$ cat src/rtl/mode_select_controller.sv
// mode_select_controller
//   Turns debounced pushbutton levels into filter-mode selection and commit
//   requests for the image pipeline. next/prev step a pending mode index
//   (with wrap-around). apply requests a commit of that index. The commit is
//   offered to the pipeline only after a frame boundary, over a valid/ready
//   handshake.
//
//   Optional feature macro: HOLD_REPEAT_EN
//     defined   : holding next/prev auto-repeats after a delay, then at a fixed rate
//     undefined : one step per button rise; no hold counter exists
//
// Ports
//   clk, reset          clock, synchronous active-high reset
//   btn_next/btn_prev   debounced levels, step pending mode up/down
//   btn_apply           debounced level, request commit of pending mode
//   frame_start         one-cycle pulse at start of each frame
//   pending_mode        user's current selection (LED display)
//   active_mode         mode last accepted by the pipeline
//   cfg_valid/cfg_mode  commit offer to the pipeline
//   cfg_ready           pipeline accepts cfg_mode when high with cfg_valid
//   busy                high from an accepted apply until the handshake completes
//   dbg_step_state      step FSM state (0 when auto-repeat is compiled out)
//   dbg_commit_state    commit FSM state
//
// Handshake: cfg_mode is transferred on a cycle where cfg_valid && cfg_ready
// are both high. Once raised, cfg_valid and cfg_mode stay stable until that
// cycle, and cfg_valid drops on the following cycle.
module mode_select_controller #(
   parameter int NUM_MODES       = 8,
   parameter int MODE_BITS       = 3,
   parameter int CLOCK_FREQ_HZ   = 100_000_000,
   parameter int REPEAT_DELAY_MS = 500,
   parameter int REPEAT_RATE_MS  = 100
) (
   input  logic                 clk,
   input  logic                 reset,
   input  logic                 btn_next,
   input  logic                 btn_prev,
   input  logic                 btn_apply,
   input  logic                 frame_start,
   output logic [MODE_BITS-1:0] pending_mode,
   output logic [MODE_BITS-1:0] active_mode,
   output logic                 cfg_valid,
   output logic [MODE_BITS-1:0] cfg_mode,
   input  logic                 cfg_ready,
   output logic                 busy,
   output logic [1:0]           dbg_step_state,
   output logic [1:0]           dbg_commit_state
);

   localparam logic [MODE_BITS-1:0] LAST_MODE = MODE_BITS'(NUM_MODES - 1);

   // ---------------- button edge detection ----------------
   // Edge registers reset to 0, so a button held through reset is seen as a rise.
   logic r_next_d, r_prev_d, r_apply_d;
   logic w_rise_next, w_rise_prev, w_rise_apply;

   always_ff @(posedge clk) begin
      if (reset) begin
         r_next_d  <= 1'b0;
         r_prev_d  <= 1'b0;
         r_apply_d <= 1'b0;
      end else begin
         r_next_d  <= btn_next;
         r_prev_d  <= btn_prev;
         r_apply_d <= btn_apply;
      end
   end

   assign w_rise_next  = btn_next  & ~r_next_d;
   assign w_rise_prev  = btn_prev  & ~r_prev_d;
   assign w_rise_apply = btn_apply & ~r_apply_d;

   // ---------------- pending mode stepping ----------------
   function automatic logic [MODE_BITS-1:0] f_step(input logic [MODE_BITS-1:0] m,
                                                  input logic up);
      if (up) f_step = (m == LAST_MODE) ? '0 : m + MODE_BITS'(1);
      else    f_step = (m == '0) ? LAST_MODE : m - MODE_BITS'(1);
   endfunction

   logic                 w_step_en;
   logic                 w_step_up;
   logic [MODE_BITS-1:0] r_pending;

`ifdef HOLD_REPEAT_EN
   localparam int DELAY_TICKS = REPEAT_DELAY_MS * (CLOCK_FREQ_HZ / 1000);
   localparam int RATE_TICKS  = REPEAT_RATE_MS * (CLOCK_FREQ_HZ / 1000);
   localparam int MAX_TICKS   = (DELAY_TICKS > RATE_TICKS) ? DELAY_TICKS : RATE_TICKS;
   localparam int CNT_W       = $clog2(MAX_TICKS) + 1;
   localparam logic [CNT_W-1:0] DELAY_LAST = CNT_W'(DELAY_TICKS - 1);
   localparam logic [CNT_W-1:0] RATE_LAST  = CNT_W'(RATE_TICKS - 1);

   typedef enum logic [1:0] {IDLE = 2'd0, HOLD_DELAY = 2'd1, HOLD_REPEAT = 2'd2} step_state_t;

   step_state_t      r_sstate, w_sstate_nxt;
   logic [CNT_W-1:0] r_cnt, w_cnt_nxt;
   logic             r_dir_up, w_dir_up_nxt;
   logic             w_held, w_opp;

   // Level of the button that started the hold, and of the opposite one.
   assign w_held = r_dir_up ? btn_next : btn_prev;
   assign w_opp  = r_dir_up ? btn_prev : btn_next;

   always_comb begin
      w_sstate_nxt = r_sstate;
      w_cnt_nxt    = r_cnt;
      w_dir_up_nxt = r_dir_up;
      w_step_en    = 1'b0;
      w_step_up    = r_dir_up;
      case (r_sstate)
         IDLE: begin
            // A simultaneous rise of both buttons is ambiguous and ignored.
            if (w_rise_next ^ w_rise_prev) begin
               w_step_en    = 1'b1;
               w_step_up    = w_rise_next;
               w_dir_up_nxt = w_rise_next;
               w_cnt_nxt    = '0;
               w_sstate_nxt = HOLD_DELAY;
            end
         end
         HOLD_DELAY, HOLD_REPEAT: begin
            if (!w_held || w_opp) begin
               w_sstate_nxt = IDLE;
            end else if (r_cnt == ((r_sstate == HOLD_DELAY) ? DELAY_LAST : RATE_LAST)) begin
               w_step_en    = 1'b1;
               w_cnt_nxt    = '0;
               w_sstate_nxt = HOLD_REPEAT;
            end else begin
               w_cnt_nxt = r_cnt + CNT_W'(1);
            end
         end
         default: w_sstate_nxt = IDLE;
      endcase
   end

   always_ff @(posedge clk) begin
      if (reset) begin
         r_sstate <= IDLE;
         r_cnt    <= '0;
         r_dir_up <= 1'b0;
      end else begin
         r_sstate <= w_sstate_nxt;
         r_cnt    <= w_cnt_nxt;
         r_dir_up <= w_dir_up_nxt;
      end
   end

   assign dbg_step_state = r_sstate;
`else
   // Without auto-repeat every single-button rise is exactly one step.
   assign w_step_en      = w_rise_next ^ w_rise_prev;
   assign w_step_up      = w_rise_next;
   assign dbg_step_state = 2'd0;
`endif

   always_ff @(posedge clk) begin
      if (reset)          r_pending <= '0;
      else if (w_step_en) r_pending <= f_step(r_pending, w_step_up);
   end

   // ---------------- commit FSM ----------------
   typedef enum logic [1:0] {C_IDLE = 2'd0, C_WAIT_FRAME = 2'd1, C_OFFER = 2'd2} commit_state_t;

   commit_state_t        r_cstate, w_cstate_nxt;
   logic [MODE_BITS-1:0] r_cfg_mode, w_cfg_mode_nxt;
   logic [MODE_BITS-1:0] r_active, w_active_nxt;

   always_comb begin
      w_cstate_nxt   = r_cstate;
      w_cfg_mode_nxt = r_cfg_mode;
      w_active_nxt   = r_active;
      case (r_cstate)
         C_IDLE: begin
            // Re-applying the mode already active is a no-op.
            if (w_rise_apply && (r_pending != r_active)) begin
               w_cfg_mode_nxt = r_pending;
               w_cstate_nxt   = C_WAIT_FRAME;
            end
         end
         C_WAIT_FRAME: begin
            // A fresh apply wins over a coincident frame_start: the latest
            // selection is kept and offered at the next frame instead.
            if (w_rise_apply) w_cfg_mode_nxt = r_pending;
            else if (frame_start) w_cstate_nxt = C_OFFER;
         end
         C_OFFER: begin
            if (cfg_ready) begin
               w_active_nxt = r_cfg_mode;
               w_cstate_nxt = C_IDLE;
            end
         end
         default: w_cstate_nxt = C_IDLE;
      endcase
   end

   always_ff @(posedge clk) begin
      if (reset) begin
         r_cstate   <= C_IDLE;
         r_cfg_mode <= '0;
         r_active   <= '0;
      end else begin
         r_cstate   <= w_cstate_nxt;
         r_cfg_mode <= w_cfg_mode_nxt;
         r_active   <= w_active_nxt;
      end
   end

   assign pending_mode     = r_pending;
   assign active_mode      = r_active;
   assign cfg_mode         = r_cfg_mode;
   assign cfg_valid        = (r_cstate == C_OFFER);
   assign busy             = (r_cstate != C_IDLE);
   assign dbg_commit_state = r_cstate;

endmodule

$ cat config.mk
export PLATFORM = sky130hd
export DESIGN_NAME = mode_select_controller
export DESIGN_NICKNAME = d
export VERILOG_FILES = /design/src/rtl/mode_select_controller.sv
export SDC_FILE = /design/constraint.sdc
export NUM_CORES = 1
export LEC_CHECK = 0
export BUFFER_PORTS_ARGS = -buffer_cell sky130_fd_sc_hd__buf_2
export CORE_MARGIN = 4
export CORE_UTILIZATION = 46
export CTS_BUF_LIST = sky130_fd_sc_hd__clkbuf_4
export DETAILED_ROUTE_END_ITERATION = 12
export MAX_ROUTING_LAYER = met4
export PLACE_DENSITY_LB_ADDON = 0.05
export SYNTH_ARGS = -nofsm -noshare
export SYNTH_HDL_FRONTEND = slang
export SYNTH_SLANG_ARGS = --single-unit
$ cat constraint.sdc
create_clock -name clk -period 1.2 [get_ports clk]
set_input_delay 0.18 -clock clk [delete_from_list [all_inputs] [get_ports clk]]
set_output_delay 0.18 -clock clk [all_outputs]
set_load 0.05 [all_outputs]
**Word-level counts from Yosys, hierarchy flattened**

Index checks and enable logic that the tools add are counted.

- Add/sub/neg operators: 2
- Equality and inequality tests: 9
- Mux-type cells: 11
- Bitwise operators: 7
- Reduce and logical (&&, ||, !) cells: 8

Operators by type and width:

| cell | number |
|---|---|
| $mux W3 | 5 |
| $mux W2 | 4 |
| $ne A2 B2 Y1 const B | 4 |
| $pmux W2 S3 | 1 |
| $pmux W3 S2 | 1 |
| $reduce_and A4 Y1 | 1 |
| $reduce_bool A2 Y1 | 2 |
| $add A3 B1 Y3 const B | 1 |
| $and A1 B1 Y1 | 3 |
| $eq A3 B3 Y1 const B | 1 |
| $logic_not A3 Y1 | 1 |
| $ne A3 B3 Y1 | 1 |
| $not A1 Y1 | 3 |
| $reduce_and A3 Y1 | 1 |
| $sub A3 B1 Y3 const B | 1 |
| $eq A2 B1 Y1 const B | 1 |
| $eq A2 B2 Y1 const B | 1 |
| $logic_not A2 Y1 | 1 |
| $ne A2 B1 Y1 const B | 1 |
| $reduce_and A2 Y1 | 1 |
| $logic_and A1 B1 Y1 | 1 |
| $xor A1 B1 Y1 | 1 |

- Bits in registers: 14
- Input port bits: 7
- Output and inout port bits: 15
- Logic and storage cells: 44

**Depth between registers and ports, before layout**

- Word-level depth: 5
- Mapped depth: 6
- Mapped depth without buffers: 6

**Least setup slack after synthesis**

No wires, ideal clock.

- Path type: reg2reg
- From: register r_cstate[1] (netlist: dbg_commit_state[1])
- To: register r_active[0] (netlist: active_mode[0])
- Library setup time: 0.132 ns
- Arrival: 1.976 ns
- Required time: 1.068 ns
- Path slack: -0.908 ns
- Cell stages (with the launch flop): 5
- Path buffers: 0
- Period minus slack after synthesis: 2.108 ns
- Cell sequence: dfxtp_1 > nor2b_1 > nand2_1 > nand2_1 > a21oi_1

- Longest elaborated chain between the ends: 2

RTL lines:

| element | line | RTL |
|---|---|---|
| start: declaration | 164 | `commit_state_t r_cstate, w_cstate_nxt;` |
| start signal: assignment | 202 | `r_cstate <= w_cstate_nxt;` |
| $eq A2 B2 Y1 | -- |  |
| named net cfg_valid | 43 | `output logic cfg_valid,` |
| $reduce_and A2 Y1 (no source line) | -- |  |
| end signal: assignment | 204 | `r_active <= w_active_nxt;` |
| end: declaration | 166 | `logic [MODE_BITS-1:0] r_active, w_active_nxt;` |

The timed path passes the listed nets, and every way through them passes these cells.
A chain may end at the register's enable or synchronous reset.

**Final worst setup path**

- From: register r_active[2] (netlist: active_mode[2])
- To: register r_cfg_mode[0] (netlist: cfg_mode[0])

- Longest elaborated chain between the ends: 4

RTL lines:

| element | line | RTL |
|---|---|---|
| $ne A3 B3 Y1 | 175 | `if (w_rise_apply && (r_pending != r_active)) begin` |
| $logic_and A1 B1 Y1 | 175 |  |
| $ne A2 B2 Y1 (no source line) | -- |  |
| $reduce_and A3 Y1 (no source line) | -- |  |
| end signal: assignment | 203 | `r_cfg_mode <= w_cfg_mode_nxt;` |
| end: declaration | 165 | `logic [MODE_BITS-1:0] r_cfg_mode, w_cfg_mode_nxt;` |

Every way passes these cells.

==> metrics <==
CP Launch Type register; capturing point of the worst reg2reg path cfg_mode[0]$_SDFFE_PP0P_; residual DRC count 0; Comb pwr share 0.416; area of the core around 0.0014 sq mm; Switch Pwr ~510 uW; Area Overhead vs Synth 56.86%; Crit Path Class reg -> reg; Reg area between 300 and 400 sq um; largest net degree at the start of global routing 15; # hold bufs at CTS 0; nets about 130; HPWL Detailed between 1000 and 1500 um; Final Cell Area around 0.0011 sq mm; Iter 0 DRT Violations 10; drt via density between 5 and 6; Final Hold Vio Count 0; R2R cell count 4; hold crit path type in -> reg; Cell Area, Synth a little under 700 sq um; Net Sw Frac 0.3677; Synth async-reset ratio 0; final setup violating endpoints 5; failing checks setup timing; Reg clk slew, reported paths around 0.090 ns; DR WL/cell around 14 um; Clock Sinks 14; Seq/Total Area, Yosys 0.4043; Min Hold Slack about 0.14 ns; flops & latches, synth 14; synth warn 0; commonest non-fill, non-tap cell in the layout buf_4; first-pass GRT wire length ~2700 um; Pre-antenna DRT Iters 4; crit-path max FO 3; initial antenna violation count 0; Max Clock Freq about 0.71 GHz; Avg Synthesized Cell Area just under 9 sq um; die area about 0.0022 sq mm; final worst slack -0.2135 ns; most frequent cells in the layout 15 x buf_4, 10 x buf_2, 7 x nand2_1, 7 x dfxtp_4; synth unique cells 23; PortBufs 19; Min-Delay Path Depth 2; final core occ 0.7958; Clock Path Buffers 2; layout cells sized above 1 0.5263; Fill cells between 80 and 90; RSZ-0062 raised after global routing yes; Antenna Violating Nets Remaining 0; GRT Residual Overflow 0; vias in the first global route ~650; DIE WIDTH 46.82 um; GRT Resource Usage Total 0.1879; root buf cell clkbuf_4; Top FF cell, synth dfxtp_1; hold endpoint r_next_d$_SDFF_PP0_; Gate Count Post-Synth 78; WL final 1762 um; Setup TNS -0.8193 ns; Slew Limit Fails 0; R2R setup slack -0.21 ns; placed inst area about 940 sq um; sequential power share 0.388; skew final about 0.010 ns; EDFF count, synth 0; worst hold start btn_next; Starting Density 0.5073; Worst R2R Start active_mode[2]$_SDFFE_PP0P_; row count 13; minimum clock period approximately 1.4 ns; Vias around 670; Inserted Clock Buffers 3; CP Data Required Time between 1 and 1.5 ns; I/O pin count 22; PD cells between 1000 and 1500 mW/mm^2; GPL Wtd Cong approximately 0.74; # H-tree levels 1; area of the multi-input gates approximately 460 sq um; Worst setup startpoint active_mode[2]$_SDFFE_PP0P_; clock power share 0.195; die height 46.82 um; n_diodes 0; fin crit share 1.178; CTS tree yes; Skew-Pair Late Insertion Delay about 0.28 ns; status finished, violations left; CP arrival 1.58 ns; Pleak roughly 0.00049 uW; crit end category register; max_cap viols 0; Internal Power just under 900 uW; Worst VDD drop slightly above 0.0009 V
[cell type report]
type	instances	area share
Inverter	4	0.01381
Clock buffer	3	0.02071
Clock inverter	1	0.003452
Multi-Input combinational cell	58	0.4189
Sequential cell	14	0.2831
Timing Repair Buffer	34	0.2428
Tap cell	15	0.01726
[sequential cells by signal (all words and copies together) (netlist names)]
register	cells
pending_mode	3
active_mode	3
cfg_mode	3
dbg_commit_state	2
r_apply_d	1
r_next_d	1
r_prev_d	1
[layer usage]
layer	part of all wire	global-route usage	wire, um
met2	0.51	0.2927	905
met1	0.41	0.2214	730
met5	0	-	0
met4	0.013	0.06630	23
met3	0.058	0.06897	102
[worst max path at each step]
stage | to | slack (ns) | depth (start not counted)
2_1_floorplan | cfg_mode[0]$_SDFFE_PP0P_ | -0.20 | 4
3_3_place_gp | cfg_mode[1]$_SDFFE_PP0P_ | -0.14 | 4
3_5_place_dp | cfg_mode[2]$_SDFFE_PP0P_ | -0.17 | 4
4_1_cts | cfg_mode[0]$_SDFFE_PP0P_ | -0.19 | 4
5_1_grt | cfg_mode[2]$_SDFFE_PP0P_ | -0.30 | 4
6_report | cfg_mode[0]$_SDFFE_PP0P_ | -0.21 | 4
[power by group through the flow]
stage	logic, uW	clock network, uW	registers [uW]
CTS	558	278	533
floorplan	232	0	658
detailed placement	468	0	551
finish	575	270	537
global route	623	302	543
global placement	458	0	549
[cell usage after synthesis (3+ instances only)]
cell type | count | area [sq um]
xor2_1 | 3 | 26.28
dfxtp_1 | 14 | 280.3
nor2b_1 | 7 | 43.79
nand2b_1 | 3 | 18.77
nor2_1 | 4 | 15.01
inv_1 | 4 | 15.01
ha_1 | 4 | 50.05
mux2i_1 | 3 | 30.03
nor3_1 | 4 | 20.02
a21oi_1 | 5 | 25.02
nand2_1 | 8 | 30.03
nand3_1 | 4 | 20.02
a211oi_1 | 3 | 22.52
[through the flow]
stage                     std cells  setup slack [ns]  total power, uW
after CTS                       129           -0.1927             1369
after detailed placement        120           -0.1715             1019
after global placement          120           -0.1393             1008
after global routing            129           -0.2991             1468
final                           129           -0.2135             1383
after floorplan                  79           -0.2046            889.8
[kinds of logic after synthesis]
| kind of cell | share of synthesized area |
|---|---|
| flops | 0.4043 |
| compound gates | 0.1552 |
| other cells | 0.005410 |
| mux | 0.04332 |
| xor+xnor | 0.03791 |
| simple gates | 0.2329 |
| fa+ha+maj | 0.07221 |
| buf+inv | 0.04872 |
[critical path: stages (launching register included)]
cell and delay, ns:
dfxtp_4 0.36, xor2_2 0.19, o41ai_4 0.46, mux2i_1 0.24, nor2_1 0.05
[what timing repair did]
item	CTS	global route
pin swaps	6	1
endpoints found under the setup margin	10	13
buffers inserted	5	0
gates resized for setup	15	10
Power figures use the tool's default switching activity.
